### src/rtl/ram_burst_ctrl_pkg.sv
// ram_burst_ctrl_pkg: shared sizes and FSM encoding for the RAM burst controller.
`default_nettype none

package ram_burst_ctrl_pkg;
  localparam int W  = 32;
  localparam int AW = 14;
  localparam int D  = 16384;

  typedef enum logic [1:0] {
    IDLE  = 2'd0,
    WRITE = 2'd1,
    READ  = 2'd2,
    DRAIN = 2'd3
  } state_t;
endpackage

`default_nettype wire

### src/rtl/ram_burst_fifo2.sv
// ram_burst_fifo2: two-entry read-data FIFO with synchronous active-low reset.
`default_nettype none

module ram_burst_fifo2 #(
  parameter int W = 32
) (
  input  logic         clk,
  input  logic         reset,
  input  logic         push,
  input  logic [W-1:0] din,
  input  logic         pop,
  output logic [W-1:0] dout,
  output logic [1:0]   count,
  output logic         full,
  output logic         empty
);
  logic [W-1:0] mem [2];
  logic         wp;
  logic         rp;
  logic         do_push;
  logic         do_pop;

  assign full    = (count == 2'd2);
  assign empty   = (count == 2'd0);
  assign do_push = push && !full;
  assign do_pop  = pop && !empty;
  assign dout    = mem[rp];

  always_ff @(posedge clk) begin
    if (do_push) mem[wp] <= din;
  end

  always_ff @(posedge clk) begin
    if (!reset) begin
      wp    <= 1'b0;
      rp    <= 1'b0;
      count <= 2'd0;
    end else begin
      if (do_push) wp <= ~wp;
      if (do_pop)  rp <= ~rp;
      if (do_push && !do_pop)      count <= count + 2'd1;
      else if (do_pop && !do_push) count <= count - 2'd1;
    end
  end
endmodule

`default_nettype wire

### src/rtl/ram_burst_ctrl.sv
// ram_burst_ctrl: burst read/write controller for a single-port synchronous RAM.
// Optional RAM_BURST_CTRL_ERR_EN rejects bursts that would run past the last word.
`default_nettype none

module ram_burst_ctrl #(
  parameter int W  = ram_burst_ctrl_pkg::W,
  parameter int AW = ram_burst_ctrl_pkg::AW,
  parameter int D  = ram_burst_ctrl_pkg::D
) (
  input  logic          clk,
  input  logic          reset,
  input  logic          cmd_valid,
  output logic          cmd_ready,
  input  logic          cmd_rw,
  input  logic [AW-1:0] cmd_addr,
  input  logic [AW-1:0] cmd_len,
  input  logic          wr_valid,
  output logic          wr_ready,
  input  logic [W-1:0]  wr_data,
  output logic          rd_valid,
  input  logic          rd_ready,
  output logic [W-1:0]  rd_data,
  output logic          busy,
  output logic          done,
  output logic          ram_we,
  output logic [AW-1:0] ram_addr,
  output logic [W-1:0]  ram_din,
  input  logic [W-1:0]  ram_dout
`ifdef RAM_BURST_CTRL_ERR_EN
  ,
  output logic          err
`endif
);
  import ram_burst_ctrl_pkg::*;

  state_t        state, next_state;
  logic [AW-1:0] addr;
  logic [AW:0]   remaining;
  logic          inflight;
  logic          accept, beat, issue, finish, bad_cmd;
  logic          pop, fifo_full, fifo_empty;
  logic [1:0]    fifo_count;
  logic [AW:0]   addr_inc;
  logic [AW-1:0] addr_next;
  logic          last;

  assign addr_inc  = {1'b0, addr} + (AW+1)'(1);
  assign addr_next = (addr_inc == (AW+1)'(D)) ? '0 : addr_inc[AW-1:0];
  assign last      = (remaining == (AW+1)'(1));

`ifdef RAM_BURST_CTRL_ERR_EN
  assign bad_cmd = ({1'b0, cmd_addr} + {1'b0, cmd_len}) > (AW+1)'(D - 1);
`else
  assign bad_cmd = 1'b0;
`endif

  assign cmd_ready = (state == IDLE);
  assign busy      = (state != IDLE);
  // Gated by reset so an aborted burst never writes during the reset cycle.
  assign wr_ready  = (state == WRITE) && reset;
  assign ram_we    = wr_ready && wr_valid;
  assign ram_addr  = addr;
  assign ram_din   = wr_data;
  assign rd_valid  = !fifo_empty;
  assign pop       = rd_valid && rd_ready;

  always_ff @(posedge clk) begin
    if (!reset) state <= IDLE;
    else        state <= next_state;
  end

  always_comb begin
    next_state = state;
    accept     = 1'b0;
    beat       = 1'b0;
    issue      = 1'b0;
    finish     = 1'b0;
    case (state)
      IDLE: begin
        if (cmd_valid) begin
          accept = 1'b1;
          if (!bad_cmd) next_state = cmd_rw ? WRITE : READ;
        end
      end
      WRITE: begin
        if (wr_valid) begin
          beat = 1'b1;
          if (last) begin
            next_state = IDLE;
            finish     = 1'b1;
          end
        end
      end
      READ: begin
        // Equivalent to fifo_count + inflight < 2.
        if (!fifo_full && !(fifo_count == 2'd1 && inflight)) begin
          issue = 1'b1;
          if (last) next_state = DRAIN;
        end
      end
      DRAIN: begin
        if (!inflight && fifo_count == 2'd1 && pop) begin
          next_state = IDLE;
          finish     = 1'b1;
        end
      end
      default: next_state = IDLE;
    endcase
  end

  always_ff @(posedge clk) begin
    if (!reset) begin
      addr      <= '0;
      remaining <= '0;
      inflight  <= 1'b0;
      done      <= 1'b0;
    end else begin
      done     <= finish || (accept && bad_cmd);
      inflight <= issue;
      if (accept) begin
        addr      <= cmd_addr;
        remaining <= {1'b0, cmd_len} + (AW+1)'(1);
      end else if (beat || issue) begin
        addr      <= addr_next;
        remaining <= remaining - (AW+1)'(1);
      end
    end
  end

`ifdef RAM_BURST_CTRL_ERR_EN
  always_ff @(posedge clk) begin
    if (!reset) err <= 1'b0;
    else        err <= accept && bad_cmd;
  end
`endif

  ram_burst_fifo2 #(.W(W)) u_fifo (
    .clk   (clk),
    .reset (reset),
    .push  (inflight),
    .din   (ram_dout),
    .pop   (pop),
    .dout  (rd_data),
    .count (fifo_count),
    .full  (fifo_full),
    .empty (fifo_empty)
  );
endmodule

`default_nettype wire

### config.mk
export PLATFORM = sky130hd
export DESIGN_NAME = ram_burst_ctrl
export DESIGN_NICKNAME = d
export VERILOG_FILES = /design/src/rtl/ram_burst_ctrl_pkg.sv /design/src/rtl/ram_burst_fifo2.sv /design/src/rtl/ram_burst_ctrl.sv
export SDC_FILE = /design/constraint.sdc
export NUM_CORES = 1
export LEC_CHECK = 0
export ABC_AREA = 0
export CAP_MARGIN = 40
export CELL_PAD_IN_SITES_DETAIL_PLACEMENT = 0
export CELL_PAD_IN_SITES_GLOBAL_PLACEMENT = 2
export CORE_MARGIN = 1.5
export CORE_UTILIZATION = 29
export DETAILED_ROUTE_END_ITERATION = 6
export PLACE_DENSITY = 0.86
export SKIP_LAST_GASP = 1
export SYNTH_ARGS = -nofsm -noshare
export SYNTH_HDL_FRONTEND = slang
export SYNTH_SLANG_ARGS = --single-unit
### constraint.sdc
create_clock -name clk -period 4.9 [get_ports clk]
set_input_delay 0.98 -clock clk [delete_from_list [all_inputs] [get_ports clk]]
set_output_delay 0.98 -clock clk [all_outputs]
set_load 0.05 [all_outputs]
==> results of run 1 <==
==> critical path: cells and delay by family <==
family                 cells  cell delay (ns)
AND/OR/NAND/NOR            1             0.11
buffers and inverters      4             1.50
==> metal layers <==
| metal | vias up | track usage, % | routed length [um] |
|---|---|---|---|
| met5 | - | 0 | 0 |
| met4 | 0 | 3.602 | 108 |
| met3 | 15 | 2.768 | 690 |
| met2 | 123 | 21.32 | 5244 |
| met1 | 1621 | 16.87 | 5153 |
| li1 | 1676 | - | - |
==> sequential cells by signal, indices dropped and copies added, names as in the netlist, named ones only <==
register	flops
remaining	15
u_fifo.wp	1
done	1
u_fifo.count	2
state	2
inflight	1
u_fifo.rp	1
u_fifo.mem	64
ram_addr	14
==> worst max-delay path by stage <==
stage	from	end	slack [ns]
detailed placement	reset	ram_we	1.30
global route	reset	ram_we	1.23
global placement	reset	ram_we	1.29
floorplan	reset	wr_ready	1.62
CTS	reset	ram_we	1.30
finish	reset	ram_we	1.31
==> cell type report <==
type | instances | area (um2) | area share (%)
Clock buffer | 9 | 225.2 | 3.562
Multi-Input combinational cell | 258 | 1819 | 28.77
Clock inverter | 7 | 55.05 | 0.8706
Tap cell | 220 | 275.3 | 4.353
Timing Repair Buffer | 124 | 1221 | 19.31
Inverter | 12 | 45.04 | 0.7123
Sequential cell | 102 | 2683 | 42.42
==> power by group <==
| part | internal, mW | switching, mW | total, mW | leakage, nW |
|---|---|---|---|---|
| registers | 0.985 | 0.0615 | 1.05 | 0.891 |
| clock network | 0.352 | 0.325 | 0.678 | 0.140 |
| logic | 0.371 | 0.596 | 0.967 | 1.13 |
| total | 1.71 | 0.983 | 2.69 | 2.16 |
==> kinds of logic after synthesis <==
family	count (synthesis)
AND/OR/NAND/NOR	114
buffers and inverters	62
XOR/XNOR	36
multiplexers	32
AO/OA/AOI/OAI	67
adder cells (fa/ha/maj)	9
flip-flops	102
==> cell usage after synthesis (11+ instances only) <==
cell      number  area share [%]
edfxtp_1      64              40
dfxtp_1       38              16
buf_4         32             4.9
mux2_2        32             7.4
xor2_1        30             5.4
o21ai_0       25             2.6
a21oi_1       24             2.5
nor2_1        21             1.6
nand3_1       20             2.1
nand2_1       17             1.3
nand4_1       15             1.9
clkbuf_1      11            0.85
inv_1         11            0.85
==> metrics by stage <==
stage	hold WS [ns]	total power, mW	area (um2)	instances
floorplan	0.4541	1.790	4856	422
global placement	0.4721	2.029	6043	716
detailed placement	0.4785	2.037	6043	716
CTS	0.4894	2.727	6324	732
global route	0.5303	2.828	6324	732
finish	0.4862	2.692	6324	732
==> results.md, run 1 <==
- Synth async-reset ratio: 0%
- Hold_buf cts: 0
- Crit path DAT: 2.61 ns
- Cell row count: 47
- CP Cell Sequence: clkdlybuf4s50_1 > inv_1 > buf_4 > nor2_1 > clkdlybuf4s50_1
- Endpoints failing hold: 0
- Starting DRC count in detailed routing: 201
- Post-Synth Simple-Gate Area: 12.57%
- Synthesized Nets: 529
- Layout fillers: 1585
- Die Span X: 132.4 um
- Largest net degree at the start of global routing: 34
- Xor/xnor cell area share of the yosys netlist: 6.493%
- # H-tree levels: 3
- Most frequent cells in the layout: clkdlybuf4s50_1, edfxtp_1, dfxtp_1, mux2_2, xor2_1
- Critical Path Max Stage Delay: 0.81 ns
- Clk root buf: clkbuf_16
- Gpl congestion: 0.7694
- Number of inserted diodes: 0
- Nets: 614
- Grt ovf: 0
- Commonest non-fill, non-tap cell in the layout: clkdlybuf4s50_1
- First-pass GRT wire length: 17770 um
- RSZ-0062 raised after global routing: no
- Clock insertion delay at the later pin of the skew report: 0.33 ns
- Post-Synth Adder-Cell Area: 2.319%
- Synthesis-to-finish area growth: 30.22%
- DR vias/cell: 4.693
- Die footprint: 17530 um2
- Crit start category: input pin
- Largest family of logic cells by synthesized area: simple AND/OR/NAND/NOR gates
- Layout cell share with drive strength beyond 1: 12.11%
- I/O Buffers: 117
- Worst Hold Endpoint: remaining[14]
- GRT Total Usage: 12.82%
- Final HPWL DP: 8078 um
- Slowest-stage cell, CP: clkdlybuf4s50_1
- Syn avg cell area: 11.51 um2
- Synthesized cell area: 4856 um2
- Clk sinks: 102
- Starting density of the core: 29.49%
- Core Box Area: 16470 um2
- Antenna Violating Nets Remaining: 0
- Most frequent CP cell: clkdlybuf4s50_1
- Syn Inst Count: 422
- CTS clk-pin slew, worst paths: 0.07 ns
- Kind of critical path: input pin to output port
- Setup Fix Bufs, Post-CTS: 0
- Synth Area in Compound Gates: 8.606%
- Sum Neg Setup Slack: 0 ns
- Most used DFF post-synth: edfxtp_1
- R2r startpoint: u_fifo.count[0]
- Initial antenna violation count: 0
- Total CTS buffers: 9
- Max-Cap Viols: 0
- Power density over cell area: 425.6 nW/um2
- Avg WL per Cell: 15.30 um
- Tcrit/Tclk final: 73.19%
- Slew @ Worst Pin: 0.8185 ns
- DR pass1 iterations: 4
- Status: complete, no violations
- LEAKAGE: 2.159 nW
- Clock skew: 0.007717 ns
- Vert. Die Dim: 132.4 um
- Max Transition Viols Final: 0
- Hold path start: remaining[14]
- #FFs+latches synth: 102
- CTS tree: built
- Syn. warnings: 0
- Setup ws final: 1.313 ns
- Boundary Pins: 182
- Residual DRC count: 0
- Bufs on Longest Clock Path: 2
- Multiplexer share of the synthesized area: 7.421%
- Final setup vio count: 0
- Vias in the first global route: 3418
- Relative slew slack: 45.30%
- Data required time of the worst path: 3.92 ns
- Hold Crit Depth: 2
- Via Count: 3435
- Flop-to-flop setup slack: 2.66 ns
- Number of synthesized flops with an enable pin: 64
- Final wirelength: 11200 um
- R2R cell count: 7
- Worst R2R End: remaining[9]
- Tmin final: 3.587 ns
- Post-layout util: 38.40%
- Hold/Removal Path Class: flip-flop to flip-flop
- Register area share after synthesis: 55.24%
- Highest Clock Rate: 278.8 MHz
- Max VDD drop: 0.1921 mV
- CP Capture Type: output port
- Library cells used by synthesis: 49
- # resized after CTS: 0
- CP Max Fanout: 14
- Post-Place Worst Slack: 1.295 ns
Power figures use the tool's default switching activity.
==> inputs of run 2 (changes only) <==
--- a/config.mk
+++ b/config.mk
@@ -10,9 +10,9 @@
 export CELL_PAD_IN_SITES_DETAIL_PLACEMENT = 0
 export CELL_PAD_IN_SITES_GLOBAL_PLACEMENT = 2
 export CORE_MARGIN = 1.5
-export CORE_UTILIZATION = 29
+export CORE_UTILIZATION = 27
 export DETAILED_ROUTE_END_ITERATION = 6
-export PLACE_DENSITY = 0.86
+export PLACE_DENSITY = 0.81
 export SKIP_LAST_GASP = 1
 export SYNTH_ARGS = -nofsm -noshare
 export SYNTH_HDL_FRONTEND = slang
==> constraint.sdc (replaced) <==
create_clock -name clk -period 3.3 [get_ports clk]
set_input_delay 0.66 -clock clk [delete_from_list [all_inputs] [get_ports clk]]
set_output_delay 0.66 -clock clk [all_outputs]
set_load 0.05 [all_outputs]
==> run 2 against run 1 <==
  * Design area rose by 0.40%
  * Combinational power rose by 49%
  * Clock power rose by 52%
  * Wire length rose by 2.8%
  * Clock skew rose by 0.0016 ns
  * Power rose by 49%
  * Register-to-register slack got worse by 1.9 ns
  * Count of clock-buffer cells in the layout rose by 1
  * Via count fell by 0.12%
  * Setup slack got worse by 0.80 ns
  * Die area rose by 7.2%
  * Sequential power rose by 48%
  * Critical path type is now flip-flop to output port
  * Critical endpoint is now rd_data[16]
==> results.md, run 2 (synthesized netlist as in run 1, its figures left out) <==
- Placed Instance Area: 6057 um2 (+0.23%)
- Layout cell share with drive strength beyond 1: 13.09% (+0.98 points)
- Synthesis-to-finish area growth: 30.74%
- Max Transition Viols Final: 0 (unchanged)
- Final wirelength: 11510 um (+2.8%)
- Layout fillers: 1721 (+8.6%)
- Crit start category: flip-flop
- Clock skew: 0.009345 ns (+0.001628 ns)
- Cell row count: 48 (+2.1%)
- Highest Clock Rate: 359.1 MHz
- Biggest register: u_fifo.mem
- Tmin final: 2.785 ns
- Vert. Die Dim: 137.1 um (+3.6%)
- Buf/Inv on CP: 2 (-2)
- Final setup vio count: 0 (unchanged)
- Grt ovf: 0 (unchanged)
- Status: complete, no violations
- Via Count: 3431 (-0.12%)
- Gpl congestion: 0.8246 (+7.2%)
- Fin Hold WS: 0.4947 ns (+0.008480 ns)
- Setup ws final: 0.5152 ns (-0.7982 ns)
- Kind of critical path: flip-flop to output port
- Setup Fix Bufs, Post-CTS: 0 (unchanged)
- Slowest-stage cell, CP: clkdlybuf4s50_1
- Sum Neg Setup Slack: 0 ns (unchanged)
- Data required time of the worst path: 2.64 ns (-1.28 ns)
- CTS clk-pin slew, worst paths: 0.07 ns (about the same)
- Sw power: 1.424 mW (+45%)
- Critical Path Max Stage Delay: 0.71 ns (-0.10 ns)
- Number of flip-flops in the largest register: 64 (unchanged)
- Residual DRC count: 0 (unchanged)
- Vias in the first global route: 3416 (-0.059%)
- Core Box Area: 17420 um2 (+5.8%)
- Clock Power Share: 25.6% (+0.4 points)
- Starting density of the core: 27.88% (-1.6 points)
- Hold/Removal Path Class: flip-flop to flip-flop
- Fin area: 6349 um2 (+0.40%)
- CP Capture Type: output port
- # resized after CTS: 0 (unchanged)
- Net Sw Frac: 35.40% (-1.1 points)
- Crit-path leading delay family: buffers and inverters
- Clk sinks: 102 (unchanged)
- Slew @ Worst Pin: 0.8787 ns (+0.06017 ns)
- CP Cell Sequence: buf_4 > mux2_2 > clkdlybuf4s50_1
- Endpoints failing hold: 0 (unchanged)
- Commonest non-fill, non-tap cell in the layout: clkdlybuf4s50_1
- Max-Cap Viols: 0 (unchanged)
- Hold_buf cts: 0 (unchanged)
- Post-Place Worst Slack: 0.7941 ns (-0.5014 ns)
- Clk root buf: clkbuf_16
- DR vias/cell: 4.655 (-0.79%)
- Reg area: 2683 um2 (unchanged)
- GRT Total Usage: 12.59% (-0.23 points)
- Avg WL per Cell: 15.62 um (+2.1%)
- Crit path DAT: 2.12 ns (-0.49 ns)
- Max VDD drop: 0.3066 mV (+60%)
- First-pass GRT wire length: 18020 um (+1.4%)
- Power density over cell area: 633.6 nW/um2 (+49%)
- CP Max Fanout: 32 (+18)
- Nets: 614 (unchanged)
- Total CTS buffers: 9 (unchanged)
- Multi-input logic area: 1819 um2 (unchanged)
- Tcrit/Tclk final: 84.39%
- I/O Buffers: 117 (unchanged)
- Final HPWL DP: 8527 um (+5.6%)
- Largest net degree at the start of global routing: 37 (+8.8%)
- Starting DRC count in detailed routing: 185 (-8.0%)
- RSZ-0062 raised after global routing: no
- Relative slew slack: 41.22% (-4.1 points)
- # H-tree levels: 3 (unchanged)
- Reg power frac: 38.7% (-0.2 points)
- Total power: 4.023 mW (+49%)
- Initial antenna violation count: 0 (unchanged)
- Boundary Pins: 182 (unchanged)
- P_int: 2.599 mW (+52%)
- DR pass1 iterations: 4 (unchanged)
- Die Span X: 137.1 um (+3.6%)
- Most frequent cells in the layout: clkdlybuf4s50_1, edfxtp_1, dfxtp_1, mux2_2, xor2_1
- LEAKAGE: 2.170 nW (+0.50%)
- CTS tree: built
- Antenna Violating Nets Remaining: 0 (unchanged)
- Die footprint: 18800 um2 (+7.2%)
- Bufs on Longest Clock Path: 2 (unchanged)
- Clock insertion delay at the later pin of the skew report: 0.34 ns (about the same)
- Number of inserted diodes: 0 (unchanged)
- Comb pwr share: 35.8% (about the same)
[run 2: cell types whose count changed in the layout (fill, tap and decap cells not counted), moves of 2 or more]
cell and change:
clkdlybuf4s50_1 -7, buf_4 +5, inv_6 -3, buf_12 +2
[run 2: per-layer routing]
metal / GRT usage (%) / part of all wire [%]
met1: 15.60 / 43
met3: 4.370 / 9.9
met5: 0 / 0
met2: 20.55 / 46
met4: 3.977 / 1.2
[run 2: power groups by stage]
stage               combinational (mW)  sequential [mW]  clock [mW]
global placement                  1.44             1.58           0
finish                            1.44             1.55        1.03
detailed placement                1.45             1.58           0
global route                      1.54             1.57        1.11
CTS                               1.45             1.55        1.06
floorplan                         1.02             1.64           0
[run 2: stage by stage]
stage	util, %	std cells
global route	36.45	737
floorplan	-	422
CTS	36.45	737
detailed placement	34.78	721
finish	36.45	737
global placement	34.78	721
[run 2: path summary, 6_finish.rpt]
| check | slack (ns) | end | cells after the start | startpoint |
|---|---|---|---|---|
| worst min register to register | 0.49 | remaining[14] | 2 | remaining[14] |
| worst min-delay path | 0.49 | remaining[14] | 2 | remaining[14] |
| worst max-delay path | 0.52 | rd_data[16] | 3 | flip-flop |
| worst max register to register | 0.81 | remaining[13] | 7 | u_fifo.count[0] |
[run 2: worst register-to-register path, stage by stage (launching register included)]
cell	delay, ns
dfxtp_1	0.37
inv_1	0.08
ha_1	0.26
o41ai_4	0.80
buf_4	0.35
nand4_1	0.14
xnor2_1	0.16
o2111a_1	0.23
[run 2: final cells by class]
class                   count  share of cell area, %
clock inverters             6                 0.9854
inverters                  12                 0.7095
clock buffers              10                  3.607
multi-input cells         258                  28.66
flip-flops and latches    102                  42.25
well taps                 225                  4.434
repair buffers            124                  19.35
==> inputs of run 3 (changes only) <==
==> constraint.sdc (replaced) <==
create_clock -name clk -period 2.9 [get_ports clk]
set_input_delay 0.58 -clock clk [delete_from_list [all_inputs] [get_ports clk]]
set_output_delay 0.58 -clock clk [all_outputs]
set_load 0.05 [all_outputs]
==> run 3 against run 2 <==
  * Non-clock buffer count increased by 2
  * Combinational power is 23% higher
  * Wire length is 2.5% higher
  * Register-to-register slack got worse by 0.29 ns
  * Hold slack worse by 0.0028 ns
  * Sequential cell count unchanged
  * Via count decreased by 0.20%
  * Critical path depth grew 1
  * Sequential share of layout area is 0.94 points lower
==> results.md, run 3 (synthesized netlist as in run 1, its figures left out) <==
- Initial antenna violation count: 0 (unchanged)
- Biggest register: u_fifo.mem
- Gpl congestion: 0.7721 (-6.4%)
- Starting density of the core: 27.88% (unchanged)
- Worst R2R End: remaining[9]
- Tmin final: 2.449 ns
- Synthesis-to-finish area growth: 33.73%
- Net Sw Frac: 35.57% (+0.17 points)
- Setup Fix Bufs, Post-CTS: 0 (unchanged)
- Grt ovf: 0 (unchanged)
- First-pass GRT wire length: 18560 um (+3.0%)
- GRT Total Usage: 12.94% (+0.35 points)
- Reg power frac: 37.2% (-1.5 points)
- LEAKAGE: 2.279 nW (+5.0%)
- Largest net degree at the start of global routing: 33 (-11%)
- Most frequent cells in the layout: clkdlybuf4s50_1, edfxtp_1, dfxtp_1, mux2_2, xor2_1
- Hold/Removal Path Class: flip-flop to flip-flop
- Power density over cell area: 731.5 nW/um2 (+15%)
- Max Transition Viols Final: 0 (unchanged)
- Final setup vio count: 0 (unchanged)
- Crit path DAT: 1.87 ns (-0.25 ns)
- Fin Hold WS: 0.4919 ns (-0.002751 ns)
- Reg area: 2683 um2 (unchanged)
- Crit start category: flip-flop
- CTS tree: built
- P_int: 3.061 mW (+18%)
- Multi-input logic area: 1819 um2 (unchanged)
- Clock insertion delay at the later pin of the skew report: 0.34 ns (about the same)
- Sw power: 1.689 mW (+19%)
- Max-Cap Viols: 0 (unchanged)
- Die footprint: 18800 um2 (unchanged)
- Hold_buf cts: 0 (unchanged)
- CP startpoint: u_fifo.count[0]
- Residual DRC count: 0 (unchanged)
- Flop-to-flop setup slack: 0.52 ns (-0.29 ns)
- Layout fillers: 1684 (-2.1%)
- R2R cell count: 6 (-1)
- RSZ-0062 raised after global routing: no
- Kind of critical path: flip-flop to output port
- Core Box Area: 17420 um2 (unchanged)
- DR vias/cell: 4.633 (-0.47%)
- Nets: 616 (+0.33%)
- Clk sinks: 102 (unchanged)
- Endpoints failing hold: 0 (unchanged)
- Sum Neg Setup Slack: 0 ns (unchanged)
- Data required time of the worst path: 2.32 ns (-0.32 ns)
- Antenna Violating Nets Remaining: 0 (unchanged)
- Worst Setup EP: rd_valid
- Number of inserted diodes: 0 (unchanged)
- Relative slew slack: 48.07% (+6.9 points)
- Setup ws final: 0.4515 ns (-0.06373 ns)
- Max VDD drop: 0.4269 mV (+39%)
- Via Count: 3424 (-0.20%)
- Avg WL per Cell: 15.96 um (+2.2%)
- Boundary Pins: 182 (unchanged)
- # H-tree levels: 3 (unchanged)
- I/O Buffers: 117 (unchanged)
- Vert. Die Dim: 137.1 um (unchanged)
- DR pass1 iterations: 4 (unchanged)
- Final wirelength: 11790 um (+2.5%)
- CP Max Fanout: 3 (-91%)
- Number of flip-flops in the largest register: 64 (unchanged)
- Total CTS buffers: 9 (unchanged)
- Tcrit/Tclk final: 84.43%
- Clock skew: 0.007352 ns (-0.001993 ns)
- Layout cell share with drive strength beyond 1: 19.07% (+6.0 points)
- Slew @ Worst Pin: 0.7763 ns (-0.1024 ns)
- Vias in the first global route: 3509 (+2.7%)
- Clock Power Share: 25.5% (about the same)
- Post-Place Worst Slack: 0.5325 ns (-0.2616 ns)
- Comb pwr share: 37.3% (+1.5 points)
- # resized after CTS: 0 (unchanged)
- Final HPWL DP: 8647 um (+1.4%)
- Bufs on Longest Clock Path: 2 (unchanged)
- Starting DRC count in detailed routing: 173 (-6.5%)
- Highest Clock Rate: 408.4 MHz
- Clk root buf: clkbuf_16
- Cell row count: 48 (unchanged)
- Commonest non-fill, non-tap cell in the layout: clkdlybuf4s50_1
- Die Span X: 137.1 um (unchanged)
- CP Capture Type: output port
- Status: complete, no violations
- R2r startpoint: u_fifo.count[0]
- CTS clk-pin slew, worst paths: 0.07 ns (about the same)
run 3: worst min path at each step:
stage                        from             to  slack [ns]  cells past startpoint
finish              remaining[14]  remaining[14]        0.49                      2
global route        remaining[14]  remaining[14]        0.53                      2
CTS                 remaining[14]  remaining[14]        0.49                      2
detailed placement  remaining[14]  remaining[14]        0.49                      2
global placement    remaining[14]  remaining[14]        0.48                      2
floorplan           remaining[14]  remaining[14]        0.45                      2
run 3: power by group through the flow:
stage               Sequential, mW  Clock [mW]  Combinational, mW
floorplan                     1.87           0               1.16
global placement              1.79           0               1.77
detailed placement            1.80           0               1.78
CTS                           1.77        1.25               1.79
global route                  1.79        1.30               1.89
finish                        1.77        1.21               1.77
run 3: cell type report:
type                    count  area share, %
clock buffers               9          3.468
clock inverters             7          1.137
inverters                  12         0.6936
multi-input cells         258          28.02
flip-flops and latches    102          41.31
well taps                 225          4.335
repair buffers            126          21.04
run 3: worst max-delay path, cell delays in order, from the launching register on:
cell             delay (ns)
dfxtp_1                0.38
inv_1                  0.08
ha_1                   0.19
inv_1                  0.07
clkdlybuf4s50_1        0.80
run 3: layer usage:
layer / track usage [%] / wire length [um] / part of all wire [%] / up-vias
met5: 0 / 0 / 0 / -
met4: 4.152 / 126 / 1.1 / 0
met3: 4.741 / 1062 / 9.0 / 9
met2: 21.19 / 5440 / 46 / 117
met1: 15.78 / 5162 / 44 / 1611
li1: - / - / - / 1687
run 3: through the flow:
stage / utilization [%] / instance area, um2 / power [mW] / std cells
after floorplan: - / 4856 / 3.024 / 422
after global placement: 35.57 / 6195 / 3.562 / 723
after detailed placement: 35.57 / 6195 / 3.579 / 723
after CTS: 37.28 / 6494 / 4.808 / 739
after global routing: 37.28 / 6494 / 4.976 / 739
final: 37.28 / 6494 / 4.750 / 739
